==> src/rtl/id_ex_stage_reg.sv <==
// ID/EX pipeline register: captures decoded control, operands and flags each cycle,
// with stall freeze, flush/bubble NOP insertion and a saturating bubble counter.
module id_ex_stage_reg #(
  parameter int CNT_W = 16
) (
  input  logic             clk,
  input  logic             rst,
  input  logic             freeze,
  input  logic             flush,
  input  logic             hazard,
  input  logic [31:0]      pc_in,
  input  logic             wb_en_in,
  input  logic             mem_r_en_in,
  input  logic             mem_w_en_in,
  input  logic             b_in,
  input  logic             s_in,
  input  logic [3:0]       exe_cmd_in,
  input  logic             imm_in,
  input  logic [31:0]      val_rn_in,
  input  logic [31:0]      val_rm_in,
  input  logic [11:0]      shift_operand_in,
  input  logic [23:0]      signed_imm_24_in,
  input  logic [3:0]       dest_in,
  input  logic [3:0]       src1_in,
  input  logic [3:0]       src2_in,
  input  logic [3:0]       status_in,
  output logic [31:0]      pc_out,
  output logic             wb_en_out,
  output logic             mem_r_en_out,
  output logic             mem_w_en_out,
  output logic             b_out,
  output logic             s_out,
  output logic [3:0]       exe_cmd_out,
  output logic             imm_out,
  output logic [31:0]      val_rn_out,
  output logic [31:0]      val_rm_out,
  output logic [11:0]      shift_operand_out,
  output logic [23:0]      signed_imm_24_out,
  output logic [3:0]       dest_out,
  output logic [3:0]       src1_out,
  output logic [3:0]       src2_out,
  output logic [3:0]       status_out,
  output logic             valid_out,
  output logic [CNT_W-1:0] bubble_count
);

  typedef struct packed {
    logic [31:0] pc;
    logic        wb_en;
    logic        mem_r_en;
    logic        mem_w_en;
    logic        b;
    logic        s;
    logic [3:0]  exe_cmd;
    logic        imm;
    logic [31:0] val_rn;
    logic [31:0] val_rm;
    logic [11:0] shift_operand;
    logic [23:0] signed_imm_24;
    logic [3:0]  dest;
    logic [3:0]  src1;
    logic [3:0]  src2;
    logic [3:0]  status;
  } stage_t;

  localparam logic [CNT_W-1:0] CNT_MAX = {CNT_W{1'b1}};
  localparam logic [CNT_W-1:0] CNT_ONE = CNT_W'(1);

  stage_t           d;
  stage_t           q;
  logic             valid_q;
  logic [CNT_W-1:0] cnt_q;

  assign d = '{
    pc:            pc_in,
    wb_en:         wb_en_in,
    mem_r_en:      mem_r_en_in,
    mem_w_en:      mem_w_en_in,
    b:             b_in,
    s:             s_in,
    exe_cmd:       exe_cmd_in,
    imm:           imm_in,
    val_rn:        val_rn_in,
    val_rm:        val_rm_in,
    shift_operand: shift_operand_in,
    signed_imm_24: signed_imm_24_in,
    dest:          dest_in,
    src1:          src1_in,
    src2:          src2_in,
    status:        status_in
  };

  // A NOP/bubble is the all-zero word, so every control bit is 0 while valid_q is 0.
  // NOTE: non-blocking assignments for all state; rst is in the sensitivity list so it clears without a clock.
  always_ff @(posedge clk or posedge rst) begin
    if (rst) begin
      q       <= '0;
      valid_q <= 1'b0;
      cnt_q   <= '0;
    end else if (!freeze) begin
      if (flush || hazard) begin
        q       <= '0;
        valid_q <= 1'b0;
        if (!flush && cnt_q != CNT_MAX) cnt_q <= cnt_q + CNT_ONE;
      end else begin
        q       <= d;
        valid_q <= 1'b1;
      end
    end
  end

  assign pc_out            = q.pc;
  assign wb_en_out         = q.wb_en;
  assign mem_r_en_out      = q.mem_r_en;
  assign mem_w_en_out      = q.mem_w_en;
  assign b_out             = q.b;
  assign s_out             = q.s;
  assign exe_cmd_out       = q.exe_cmd;
  assign imm_out           = q.imm;
  assign val_rn_out        = q.val_rn;
  assign val_rm_out        = q.val_rm;
  assign shift_operand_out = q.shift_operand;
  assign signed_imm_24_out = q.signed_imm_24;
  assign dest_out          = q.dest;
  assign src1_out          = q.src1;
  assign src2_out          = q.src2;
  assign status_out        = q.status;
  assign valid_out         = valid_q;
  assign bubble_count      = cnt_q;

endmodule
==> config.mk <==
export PLATFORM = sky130hd
export DESIGN_NAME = id_ex_stage_reg
export DESIGN_NICKNAME = d
export VERILOG_FILES = /design/src/rtl/id_ex_stage_reg.sv
export SDC_FILE = /design/constraint.sdc
export NUM_CORES = 1
export LEC_CHECK = 0
export CORE_MARGIN = 4
export CORE_UTILIZATION = 36
export CTS_CLUSTER_SIZE = 24
export DETAILED_ROUTE_END_ITERATION = 7
export PLACE_DENSITY_LB_ADDON = 0.3
export SKIP_LAST_GASP = 1
export SYNTH_ARGS = -nofsm -noshare
export SYNTH_HDL_FRONTEND = slang
export SYNTH_SLANG_ARGS = --single-unit
==> constraint.sdc <==
create_clock -name clk -period 5.7 [get_ports clk]
set_input_delay 0.57 -clock clk [delete_from_list [all_inputs] [get_ports clk]]
set_output_delay 0.57 -clock clk [all_outputs]
set_load 0.02 [all_outputs]
==> qor.txt <==
POWER AND IR DROP
------------------------------------------------------------------------------------
Max IR drop VDD                                                            0.1927 mV
Power per cell area                                                     302.3 mW/mm^2
Total power draw                                                            3.197 mW
Static Leak                                                                 4.705 nW

YOSYS
------------------------------------------------------------------------------------
Yosys top cell by area                                                       dfrtp_1
Fraction of synthesis flops using an asynchronous set or reset pin            100.0%
Parity-gate share of the synthesized area counting xor and xnor cells         2.055%
EDFF count, synth                                                                  0
Sequential cell area fraction in the yosys report                             68.51%
Average cell area after synthesis                                        14.83 sq um
Dominant cell by count in the synthesized netlist                            dfrtp_1
Cell area after synthesis                                               0.006392 sq mm
Fraction of the mapped netlist area in simple logic gates                     4.365%
Count of warnings emitted by yosys                                                 0
FF+latch count, synth                                                            175
Post-Syn Nets                                                                    595
Most common library cells after synthesis                               dfrtp_1, a22o_1, clkbuf_1
Share of cell area taken by muxes after synthesis                            0.2349%
Most used DFF post-synth                                                     dfrtp_1
Synthesized-area fraction occupied by ao, oa, aoi and oai cells               22.08%
Top post-synthesis cells by area                                        dfrtp_1, a22o_1, xor2_1, clkbuf_1, buf_2
Number of distinct library cells after synthesis                                  32
Syn Inst Count                                                                   431
Fraction of post-synthesis cell area in the top cell type by area             68.51%
Adder and majority cell fraction of the synthesized area                     0.1957%
Dominant combinational cell family by area after synthesis              compound AO/OA/AOI/OAI gates

CLOCK TREE
------------------------------------------------------------------------------------
Maximum clock path buffer count                                                    2
CTS clk-pin slew, worst paths                                                0.07 ns
Insertion delay of the later-clocked pin in the worst-skew pair              0.42 ns
Root buffer cell                                                           clkbuf_16
Clk sink count                                                                   175
CTS hold repair buffers                                                            0
Number of buffers added for setup after CTS                                        0
CTS tree                                                                       built
Number of CTS-inserted buffers                                                    17
Gates resized, CTS repair                                                          0
H-tree depth                                                                       4

GLOBAL ROUTE
------------------------------------------------------------------------------------
Wire length of the first global-routing pass                                31370 um
Initial antenna violation count                                                    0
Via count of the first global-routing pass                                      5492
Total global routing overflow                                                      0
Global router's overall resource usage                                        20.12%
Maximum number of pins on one net before global-route repair                      91

TIMING
------------------------------------------------------------------------------------
Worst slew margin relative to its limit                                       36.60%
Count of final setup violators                                                     0
Tightest Pin Transition                                                    0.9510 ns
Final worst slack                                                           3.562 ns
Final critical-path required period                                         2.138 ns
Unrepaired setup endpoints after global routing                                   no
Post-route fraction of the period consumed by the critical path               37.50%
Number of hold-slack violations in the final timing report                         0
Slew Limit Fails                                                                   0
Achievable clock frequency                                                 467.8 MHz
Aggregate negative setup slack                                                  0 ns
Setup skew after layout                                                  0.009542 ns

OUTCOME
------------------------------------------------------------------------------------
Run status                                                              finished, final reports clean

PLACEMENT
------------------------------------------------------------------------------------
Placer Congestion                                                             0.8631
Count of input and output buffers                                                337
Detailed-placement wirelength estimate                                      14520 um
Post-Place Worst Slack                                                      3.272 ns

DIE
------------------------------------------------------------------------------------
I/O pin count                                                                    338
Area of the core                                                        0.01736 sq mm
Die area                                                                0.01995 sq mm
Initial Utilization                                                           36.83%
Std cell rows                                                                     48
Die Height                                                                  141.3 um
Die extent in x                                                             141.3 um

DETAILED ROUTING
------------------------------------------------------------------------------------
Detailed-router iteration count before antenna repair                              4
Via count                                                                       5061
Final routed wire length divided by cell count                              20.46 um
DRC marker count from the first detailed-route iteration                         249
Total Routed Length                                                         20350 um
Met1 Wirelength                                                              8061 um
Uppermost routed layer                                                          met4
Post-detailed-route count of antenna-violating nets                                0
DRC violations left                                                                0
Met3 layer wire length in the routed design                                  1651 um
Detailed-route vias per instance                                               5.086
Routed length on met2                                                       10200 um

MIN PATH
------------------------------------------------------------------------------------
Class of the tightest hold or removal check                             register to register
Cell count of the worst hold path                                                  1

WORST SETUP PATH
------------------------------------------------------------------------------------
Critical path endpoint category                                         primary output
Critical path's top delay family                                        buffers and inverters
R2R depth                                                                          4
Critical Path AT                                                             1.57 ns
Critical path buffers and inverters                                                1
Data required time of the worst path                                         5.13 ns
Crit path largest cell delay                                                 0.66 ns
Category of the worst setup path launch point                               register
Standard cell with the maximum stage delay on the critical path         clkdlybuf4s50_1
Cells traversed along the worst timing path                             clkdlybuf4s50_1
Crit Path Max Fanout                                                               6
Crit path depth                                                                    1
Kind of critical path                                                   register to primary output

CELLS AND AREA
------------------------------------------------------------------------------------
Share of layout cells above drive strength 1                                  6.104%
Area delta synth->final                                                       65.43%
Antenna diode count                                                                0
Layout net count                                                                 921

RUN
------------------------------------------------------------------------------------
Number of maximum-capacitance constraint violations                                0

-- final timing paths --
kind / slack, ns / start / to
min in group asynchronous: 0.59 / rst / val_rn_out[12]
max in group asynchronous: 3.91 / rst / bubble_count[0]
max: 3.56 / bubble_count[8] / bubble_count[8]
min reg2reg: 0.51 / signed_imm_24_out[3] / signed_imm_24_out[3]
min: 0.51 / signed_imm_24_out[3] / signed_imm_24_out[3]
max reg2reg: 3.91 / bubble_count[12] / bubble_count[1]
-- per-layer routing --
| layer | track usage, % | vias up |
|---|---|---|
| met5 | 0 | - |
| met4 | 6.629 | 0 |
| met3 | 5.865 | 26 |
| met2 | 33.81 | 246 |
| met1 | 25.07 | 2488 |
| li1 | - | 2301 |
-- kinds of logic (layout without fill, tap and decap cells) --
logic type | Yosys count | in the layout
and+or+nand+nor | 38 | 38
buffers and inverters | 39 | 378
DFF | 175 | 175
xor gates and xnor gates | 15 | 15
muxes | 1 | 1
AOI/OAI and AO/OA | 162 | 162
adders and majority gates | 1 | 1
-- sequential cells by signal, summed over array words and instances (netlist names) --
register and count:
mem_r_en_out 1, imm_out 1, src1_out 4, bubble_count 16, wb_en_out 1, s_out 1, b_out 1, val_rn_out 32
src2_out 4, val_rm_out 32, exe_cmd_out 4, dest_out 4, valid_out 1, shift_operand_out 12, pc_out 32, mem_w_en_out 1
signed_imm_24_out 24, status_out 4
-- worst register-to-register path, stage by stage (launching register included) --
cell and delay (ns):
dfrtp_1 0.47, nand4_1 0.29, nor4_4 0.49, nor2_2 0.11, mux2_4 0.31
-- where the power goes --
| group | internal (mW) | switching (mW) |
|---|---|---|
| registers | 1.32 | 0.0680 |
| logic | 0.304 | 0.256 |
| clock network | 0.742 | 0.503 |
| total | 2.37 | 0.827 |
-- through the flow --
stage / util [%] / hold slack [ns] / std cells / instance area [sq um]
6_report: 60.93 / 0.5067 / 995 / 10580
5_1_grt: 60.93 / 0.5188 / 995 / 10580
4_1_cts: 60.93 / 0.5130 / 995 / 10580
3_5_place_dp: 57.30 / 0.4960 / 963 / 9945
3_3_place_gp: 57.30 / 0.4914 / 963 / 9945
2_1_floorplan: - / 0.5957 / 431 / 6392
-- placed cells by master (no fill, tap or decap), types with 3 or more instances in the layout --
cell / synthesis / routed
nand4_1: 5 / 5
nor4_1: 3 / 3
inv_1: 4 / 3
nor3_1: 5 / 5
dfrtp_1: 175 / 175
buf_4: 0 / 6
nor3b_1: 3 / 3
inv_6: 0 / 6
clkdlybuf4s50_1: 0 / 336
a22o_1: 158 / 158
xor2_1: 13 / 13
clkbuf_16: 0 / 17
nand2_1: 5 / 5
bufinv_16: 0 / 4
-- final cells by class --
| class | count | area, sq um |
|---|---|---|
| Fill cell | 1328 | 6782 |
| Clock inverter | 14 | 201.4 |
| Sequential cell | 175 | 4379 |
| Multi-Input combinational cell | 217 | 1856 |
| Clock buffer | 18 | 429.2 |
| Timing Repair Buffer | 342 | 3408 |
| Inverter | 4 | 20.02 |
| Tap cell | 225 | 281.5 |
Note: power is estimated with default switching activity, not from simulation.
